[config.mk]
export PLATFORM = sky130hd
export DESIGN_NAME = ttt_move_sequencer_flat
export DESIGN_NICKNAME = d
export VERILOG_FILES = /design/src/rtl/ttt_move_sequencer_if.sv /design/src/rtl/ttt_move_sequencer.sv /design/src/flat_wrapper.sv
export SDC_FILE = /design/constraint.sdc
export NUM_CORES = 1
export LEC_CHECK = 0
export CAP_MARGIN = 10
export CORE_ASPECT_RATIO = 1.75
export CORE_UTILIZATION = 55
export DETAILED_ROUTE_END_ITERATION = 6
export PLACE_DENSITY = 0.86
export SYNTH_ARGS = -nofsm -noshare
export SYNTH_HDL_FRONTEND = slang
export SYNTH_SLANG_ARGS = --single-unit
export TNS_END_PERCENT = 20
[constraint.sdc]
create_clock -name Clk -period 7.53 [get_ports Clk]
set_input_delay 1.8825 -clock Clk [delete_from_list [all_inputs] [get_ports Clk]]
set_output_delay 1.8825 -clock Clk [all_outputs]
set_load 0.01 [all_outputs]
[src/rtl/ttt_move_sequencer_if.sv]
// Button/handshake pulses into the tic-tac-toe move sequencer and board, score and state out of it.
interface ttt_move_sequencer_if #(
    parameter int SCORE_W = 12
);
    logic               Start;
    logic               Ack;
    logic               BtnL;
    logic               BtnR;
    logic               BtnU;
    logic               BtnD;
    logic               BtnC;
    logic [17:0]        board;
    logic [3:0]         pos;
    logic [3:0]         counter;
    logic               Xwins;
    logic               Owins;
    logic [SCORE_W-1:0] P1s;
    logic [SCORE_W-1:0] P2s;
    logic               Qi;
    logic               Qx;
    logic               Qo;
    logic               Qc;
    logic               Qd;
    logic               Illegal;
    logic               Timeout;

    modport master (
        output Start, Ack, BtnL, BtnR, BtnU, BtnD, BtnC,
        input  board, pos, counter, Xwins, Owins, P1s, P2s,
        input  Qi, Qx, Qo, Qc, Qd, Illegal, Timeout
    );

    modport slave (
        input  Start, Ack, BtnL, BtnR, BtnU, BtnD, BtnC,
        output board, pos, counter, Xwins, Owins, P1s, P2s,
        output Qi, Qx, Qo, Qc, Qd, Illegal, Timeout
    );
endinterface

[src/rtl/ttt_move_sequencer.sv]
// Tic-tac-toe game controller: cursor, mark placement, X/O turns, serial win scan and scores.
// Optional per-move timer enabled by defining TTT_TIMEOUT_EN.
//
// state | meaning
// QI    | idle, waiting for Start
// QX    | X to move
// QO    | O to move
// QC    | scanning one line per cycle for a win by the last mover
// QD    | game over, waiting for Ack
module ttt_move_sequencer #(
    parameter int SCORE_W        = 12,
    parameter int TIMEOUT_CYCLES = 1000
) (
    input  logic                 Clk,
    input  logic                 reset,
    ttt_move_sequencer_if.slave  bus
);
    typedef enum logic [4:0] {
        S_QI = 5'b00001,
        S_QX = 5'b00010,
        S_QO = 5'b00100,
        S_QC = 5'b01000,
        S_QD = 5'b10000
    } state_t;

    state_t             state, state_nx;
    logic [17:0]        board, board_nx;
    logic [3:0]         pos, pos_nx;
    logic [3:0]         counter, counter_nx;
    logic               mover, mover_nx;
    logic [2:0]         line, line_nx;
    logic               xwins, xwins_nx;
    logic               owins, owins_nx;
    logic [SCORE_W-1:0] p1s, p1s_nx;
    logic [SCORE_W-1:0] p2s, p2s_nx;
    logic               illegal, illegal_nx;
    logic [11:0]        cells;
    logic [1:0]         mark;

    function automatic logic [1:0] cell_at(input logic [17:0] b, input logic [3:0] k);
        cell_at = b[{k, 1'b0} +: 2];
    endfunction

    // Cell indices {a,b,c} of scan line n: rows, columns, diagonal, anti-diagonal.
    function automatic logic [11:0] line_cells(input logic [2:0] n);
        case (n)
            3'd0:    line_cells = {4'd0, 4'd1, 4'd2};
            3'd1:    line_cells = {4'd3, 4'd4, 4'd5};
            3'd2:    line_cells = {4'd6, 4'd7, 4'd8};
            3'd3:    line_cells = {4'd0, 4'd3, 4'd6};
            3'd4:    line_cells = {4'd1, 4'd4, 4'd7};
            3'd5:    line_cells = {4'd2, 4'd5, 4'd8};
            3'd6:    line_cells = {4'd0, 4'd4, 4'd8};
            default: line_cells = {4'd2, 4'd4, 4'd6};
        endcase
    endfunction

    function automatic logic [1:0] col_of(input logic [3:0] p);
        case (p)
            4'd0, 4'd3, 4'd6: col_of = 2'd0;
            4'd1, 4'd4, 4'd7: col_of = 2'd1;
            default:          col_of = 2'd2;
        endcase
    endfunction

    function automatic logic [1:0] row_of(input logic [3:0] p);
        if (p < 4'd3)      row_of = 2'd0;
        else if (p < 4'd6) row_of = 2'd1;
        else               row_of = 2'd2;
    endfunction

    logic cell_empty;
    logic in_turn;
    assign cell_empty = (cell_at(board, pos) == 2'b00);
    assign in_turn    = (state == S_QX) || (state == S_QO);

`ifdef TTT_TIMEOUT_EN
    localparam int TMR_W = (TIMEOUT_CYCLES > 2) ? $clog2(TIMEOUT_CYCLES) : 1;

    logic [TMR_W-1:0] tmr;
    logic             timeout, timeout_nx;
    logic             action;

    assign action = in_turn && ((bus.BtnC && cell_empty) ||
                                bus.BtnL || bus.BtnR || bus.BtnU || bus.BtnD);

    // Down-counter reloads on turn entry or accepted action; expiry is the zero compare.
    always_ff @(posedge Clk) begin
        if (reset) begin
            tmr <= TMR_W'(TIMEOUT_CYCLES - 1);
        end else if (((state_nx == S_QX) || (state_nx == S_QO)) &&
                     ((state_nx != state) || action)) begin
            tmr <= TMR_W'(TIMEOUT_CYCLES - 1);
        end else if (tmr != '0) begin
            tmr <= tmr - 1'b1;
        end
    end
`endif

    always_ff @(posedge Clk) begin
        if (reset) begin
            state   <= S_QI;
            board   <= '0;
            pos     <= '0;
            counter <= '0;
            mover   <= 1'b0;
            line    <= '0;
            xwins   <= 1'b0;
            owins   <= 1'b0;
            p1s     <= '0;
            p2s     <= '0;
            illegal <= 1'b0;
`ifdef TTT_TIMEOUT_EN
            timeout <= 1'b0;
`endif
        end else begin
            state   <= state_nx;
            board   <= board_nx;
            pos     <= pos_nx;
            counter <= counter_nx;
            mover   <= mover_nx;
            line    <= line_nx;
            xwins   <= xwins_nx;
            owins   <= owins_nx;
            p1s     <= p1s_nx;
            p2s     <= p2s_nx;
            illegal <= illegal_nx;
`ifdef TTT_TIMEOUT_EN
            timeout <= timeout_nx;
`endif
        end
    end

    always_comb begin
        state_nx   = state;
        board_nx   = board;
        pos_nx     = pos;
        counter_nx = counter;
        mover_nx   = mover;
        line_nx    = line;
        xwins_nx   = xwins;
        owins_nx   = owins;
        p1s_nx     = p1s;
        p2s_nx     = p2s;
        illegal_nx = 1'b0;
`ifdef TTT_TIMEOUT_EN
        timeout_nx = 1'b0;
`endif
        cells = line_cells(line);
        mark  = mover ? 2'b10 : 2'b01;

        case (state)
            S_QI: begin
                if (bus.Start) state_nx = S_QX;
            end
            S_QX, S_QO: begin
                if (bus.BtnC) begin
                    if (cell_empty) begin
                        board_nx[{pos, 1'b0} +: 2] = (state == S_QO) ? 2'b10 : 2'b01;
                        counter_nx = counter + 4'd1;
                        mover_nx   = (state == S_QO);
                        line_nx    = '0;
                        state_nx   = S_QC;
                    end else begin
                        illegal_nx = 1'b1;
                    end
                end else if (bus.BtnL) begin
                    pos_nx = (col_of(pos) == 2'd0) ? pos + 4'd2 : pos - 4'd1;
                end else if (bus.BtnR) begin
                    pos_nx = (col_of(pos) == 2'd2) ? pos - 4'd2 : pos + 4'd1;
                end else if (bus.BtnU) begin
                    pos_nx = (row_of(pos) == 2'd0) ? pos + 4'd6 : pos - 4'd3;
                end else if (bus.BtnD) begin
                    pos_nx = (row_of(pos) == 2'd2) ? pos - 4'd6 : pos + 4'd3;
                end
`ifdef TTT_TIMEOUT_EN
                else if (tmr == '0) begin
                    timeout_nx = 1'b1;
                    state_nx   = (state == S_QX) ? S_QO : S_QX;
                end
`endif
            end
            S_QC: begin
                if (cell_at(board, cells[11:8]) == mark &&
                    cell_at(board, cells[7:4])  == mark &&
                    cell_at(board, cells[3:0])  == mark) begin
                    state_nx = S_QD;
                    if (mover) begin
                        owins_nx = 1'b1;
                        if (p2s != '1) p2s_nx = p2s + 1'b1;
                    end else begin
                        xwins_nx = 1'b1;
                        if (p1s != '1) p1s_nx = p1s + 1'b1;
                    end
                end else if (line == 3'd7) begin
                    if (counter == 4'd9) state_nx = S_QD;
                    else                 state_nx = mover ? S_QX : S_QO;
                end else begin
                    line_nx = line + 3'd1;
                end
            end
            S_QD: begin
                if (bus.Ack) begin
                    state_nx   = S_QX;
                    board_nx   = '0;
                    counter_nx = '0;
                    pos_nx     = '0;
                    xwins_nx   = 1'b0;
                    owins_nx   = 1'b0;
                    mover_nx   = 1'b0;
                end
            end
            default: state_nx = S_QI;
        endcase
    end

    assign bus.board   = board;
    assign bus.pos     = pos;
    assign bus.counter = counter;
    assign bus.Xwins   = xwins;
    assign bus.Owins   = owins;
    assign bus.P1s     = p1s;
    assign bus.P2s     = p2s;
    assign bus.Qi      = state[0];
    assign bus.Qx      = state[1];
    assign bus.Qo      = state[2];
    assign bus.Qc      = state[3];
    assign bus.Qd      = state[4];
    assign bus.Illegal = illegal;
`ifdef TTT_TIMEOUT_EN
    assign bus.Timeout = timeout;
`else
    assign bus.Timeout = 1'b0;
`endif
endmodule

[src/flat_wrapper.sv]
// flat-port wrapper written by rule: the top's interface ports become plain ports
module ttt_move_sequencer_flat 
#(
    parameter int SCORE_W        = 12,
    parameter int TIMEOUT_CYCLES = 1000
)
  (Clk, reset, bus_Start, bus_Ack, bus_BtnL, bus_BtnR, bus_BtnU, bus_BtnD, bus_BtnC, bus_board, bus_pos, bus_counter, bus_Xwins, bus_Owins, bus_P1s, bus_P2s, bus_Qi, bus_Qx, bus_Qo, bus_Qc, bus_Qd, bus_Illegal, bus_Timeout);
  ttt_move_sequencer_if #(.SCORE_W(SCORE_W)) bus_i ();
  input  logic Clk;
  input  logic reset;
  input wire logic [$bits(bus_i.Start)-1:0] bus_Start;
  input wire logic [$bits(bus_i.Ack)-1:0] bus_Ack;
  input wire logic [$bits(bus_i.BtnL)-1:0] bus_BtnL;
  input wire logic [$bits(bus_i.BtnR)-1:0] bus_BtnR;
  input wire logic [$bits(bus_i.BtnU)-1:0] bus_BtnU;
  input wire logic [$bits(bus_i.BtnD)-1:0] bus_BtnD;
  input wire logic [$bits(bus_i.BtnC)-1:0] bus_BtnC;
  output wire logic [$bits(bus_i.board)-1:0] bus_board;
  output wire logic [$bits(bus_i.pos)-1:0] bus_pos;
  output wire logic [$bits(bus_i.counter)-1:0] bus_counter;
  output wire logic [$bits(bus_i.Xwins)-1:0] bus_Xwins;
  output wire logic [$bits(bus_i.Owins)-1:0] bus_Owins;
  output wire logic [$bits(bus_i.P1s)-1:0] bus_P1s;
  output wire logic [$bits(bus_i.P2s)-1:0] bus_P2s;
  output wire logic [$bits(bus_i.Qi)-1:0] bus_Qi;
  output wire logic [$bits(bus_i.Qx)-1:0] bus_Qx;
  output wire logic [$bits(bus_i.Qo)-1:0] bus_Qo;
  output wire logic [$bits(bus_i.Qc)-1:0] bus_Qc;
  output wire logic [$bits(bus_i.Qd)-1:0] bus_Qd;
  output wire logic [$bits(bus_i.Illegal)-1:0] bus_Illegal;
  output wire logic [$bits(bus_i.Timeout)-1:0] bus_Timeout;
  assign bus_i.Start = bus_Start;
  assign bus_i.Ack = bus_Ack;
  assign bus_i.BtnL = bus_BtnL;
  assign bus_i.BtnR = bus_BtnR;
  assign bus_i.BtnU = bus_BtnU;
  assign bus_i.BtnD = bus_BtnD;
  assign bus_i.BtnC = bus_BtnC;
  assign bus_board = bus_i.board;
  assign bus_pos = bus_i.pos;
  assign bus_counter = bus_i.counter;
  assign bus_Xwins = bus_i.Xwins;
  assign bus_Owins = bus_i.Owins;
  assign bus_P1s = bus_i.P1s;
  assign bus_P2s = bus_i.P2s;
  assign bus_Qi = bus_i.Qi;
  assign bus_Qx = bus_i.Qx;
  assign bus_Qo = bus_i.Qo;
  assign bus_Qc = bus_i.Qc;
  assign bus_Qd = bus_i.Qd;
  assign bus_Illegal = bus_i.Illegal;
  assign bus_Timeout = bus_i.Timeout;
  ttt_move_sequencer #(.SCORE_W(SCORE_W), .TIMEOUT_CYCLES(TIMEOUT_CYCLES)) u_core (.Clk(Clk), .reset(reset), .bus(bus_i));
endmodule
==> flow_metrics.tcl <==
set metrics [dict create \
    slew_headroom 0.2968 \
    fin_crit_sh 0.5565 \
    die_y_um 121.7 \
    drc 0 \
    first_pass_iters 5 \
    p_int_uw 719.6 \
    fin_skew_ns 0.007213 \
    io_buffers 66 \
    syn_area_per_cell_um2 7.751 \
    hp-class "flop to flop" \
    hpwl_um 9390 \
    clkTransAtPathRegs_ns 0.05 \
    synth-main-ff-cell "dfxtp_1" \
    cts_setup_buffers 0 \
    grt.total_usage 0.3066 \
    grt_pass1_wl_um 21190 \
    cp_slowest_cell "o311ai_1" \
    min_period_ns 4.191 \
    cpMostUsedCell "and4_1" \
    clk_latency_ns 0.33 \
    slew_violations 0 \
    cts_tree "yes" \
    grt_pass1_vias 4487 \
    ctsResizeCount 0 \
    powerDensity_nw_per_um2 193.3 \
    yosysSeqAreaShare 0.2756 \
    ir_drop_v 0.0001610 \
    maxCapViolCount 0 \
    ys_ff_latch 62 \
    antenna_found_initial 0 \
    hold_viol 0 \
    hold_ws_ns 0.5009 \
    path_cells "inv_1 -> ha_1 -> nand2b_4 -> a2111oi_4 -> mux2i_1 -> a22oi_2 -> o311ai_1 -> and4_1 -> o211a_1 -> and4_1 -> mux2_2" \
    yosys_warnings 0 \
    tns_ns 0 \
    cp.required_ns 7.74 \
    cts_buffers 9 \
    dr.first_iter.drc_count 385 \
    die_area_um2 8568 \
    ios 68 \
    drt-vias-per-instance 6.625 \
    start_util 0.5694 \
    grt_setup_unrepaired "no" \
    yosysUniqueCellTypes 79 \
    nets 654 \
    power_switching_uw 322.2 \
    grt_max_degree 60 \
    synth_edf_count 0 \
    p_leak_nw 1.942 \
    holdBufCountCts 0 \
    synth-xor-area-share 0.02528 \
    syn-num-nets 611 \
    post-route-util 0.6815 \
    fmax_mhz 238.6 \
    layout-drive-gt1-share 0.05582 \
    synth_top_family_by_area "simple AND/OR/NAND/NOR gates" \
    clockBufferDepth 2 \
    synth_compound_area_frac 0.2362 \
    setup_viol 0 \
    cp_slowest_stage_delay_ns 0.53 \
    gp_congestion 0.9318 \
    num_vias 4750 \
    root_buffer "clkbuf_16" \
    tightest_slew_ns 1.055 \
    clkPwrFrac 0.392 \
    synthArstFlopShare 0 \
    arrival_ns 4.41 \
    outcome "finished clean" \
    rows 43 \
    ant_nets 0 \
    synthAdderAreaFrac 0.05835 \
    p_seq_frac 0.359 \
    synth_area_um2 4503 \
    crit_path_end_kind "flop" \
    grt_overflow_total 0 \
    num_antenna_cells 0 \
    synthMuxAreaShare 0.06585 \
    switching_share 0.3092 \
    area_delta_synth_final_pct 19.70 \
    startpoint_type "flop" \
    path_max_fanout 14 \
    postRouteWirelength_um 12970 \
    die_w_um 70.40 \
    cts_sinks 62 \
    synthCells 581 \
    avgRoutedWirePerCell_um 18.09 \
    pwr-share-comb 0.249 \
    h-tree-depth 3 \
    path_class "flop to flop" \
    synthSimpleGateAreaFrac 0.2790 \
    coreArea_um2 7909 \
]
[sequential cells by signal, indices dropped and copies added, names as in the netlist, 3 cells and up]
name,count
u_core.bus.pos,4
u_core.bus.board,18
u_core.bus.counter,4
u_core.state,5
u_core.line,3
u_core.bus.P2s,12
u_core.bus.P1s,12
[layout by cell type (no fill, tap or decap), types with 11 or more instances in the layout]
cell type and instances:
dfxtp_1 62, ha_1 21, nand4_1 14, o21ai_0 30
clkdlybuf4s50_1 65, nand2_1 57, and3_1 13, mux2i_1 12
nand2b_1 11, a31oi_1 11, nor3_1 13, inv_1 24
nand3_1 17, a21oi_1 50, nor2_1 60
[through the flow]
step                instances  power, mW  cell area (um^2)  worst slack, ns
floorplan                 581     0.5610              4503            4.131
global placement          703     0.6261              5100            3.389
detailed placement        703     0.6340              5100            3.286
CTS                       717      1.039              5390            3.339
global route              717      1.087              5390            3.070
finish                    717      1.042              5390            3.339
[final timing paths]
kind / startpoint / endpoint / slack, ns / cells after the start
worst min-delay path: u_core.bus.Owins / u_core.bus.Owins / 0.50 / 2
worst max register to register: u_core.line[0] / u_core.bus.P1s[8] / 3.34 / 11
worst min register to register: u_core.bus.Owins / u_core.bus.Owins / 0.50 / 2
worst max-delay path: u_core.line[0] / u_core.bus.P1s[8] / 3.34 / 11
[worst max-delay path: cells and delay by family, from the launching register on]
kind	cells	cell delay [ns]
AOI/OAI and AO/OA	4	1.59
adders and majority gates	1	0.32
buffers and inverters	1	0.12
DFF	1	0.44
muxes	2	0.62
and+or+nand+nor	3	0.98
[power by group through the flow]
stage | Clock (mW) | Sequential (mW) | Combinational [mW]
3_5_place_dp | 0 | 0.380 | 0.254
5_1_grt | 0.425 | 0.377 | 0.285
2_1_floorplan | 0 | 0.367 | 0.194
3_3_place_gp | 0 | 0.379 | 0.247
6_report | 0.408 | 0.374 | 0.260
4_1_cts | 0.409 | 0.373 | 0.257
[final cells by class]
cell class                      instances  area, um^2
Multi-Input combinational cell        460        2997
Clock inverter                          1       30.03
Tap cell                               90       112.6
Clock buffer                           13       260.3
Sequential cell                        62        1241
Inverter                               25       93.84
Fill cell                             627        2519
Timing Repair Buffer                   66       655.6
[metal layers]
metal	track usage	vias up	routed length, um
li1	-	2214	-
met1	0.3111	2231	4682
met2	0.5750	237	6829
met3	0.04632	68	784
met4	0.1875	0	674
met5	0	-	0
[cells by family after synthesis]
family          Yosys count
buf+inv                  59
mux                      25
fa+ha+maj                21
compound gates          158
xor+xnor                 13
flops                    62
other cells               1
simple gates            242
[Yosys cell counts, types with 13 or more instances]
library cell,number,area (um^2)
nor2_1,60,225.2
o21ai_0,30,150.1
nand4_1,14,87.58
inv_1,24,90.09
a21oi_1,50,250.2
and3_1,13,81.33
clkbuf_1,21,78.83
nand3_1,17,85.08
nand2_1,57,214.0
nor3_1,13,65.06
ha_1,21,262.8
dfxtp_1,62,1241
(Power assumes the default switching activity.)
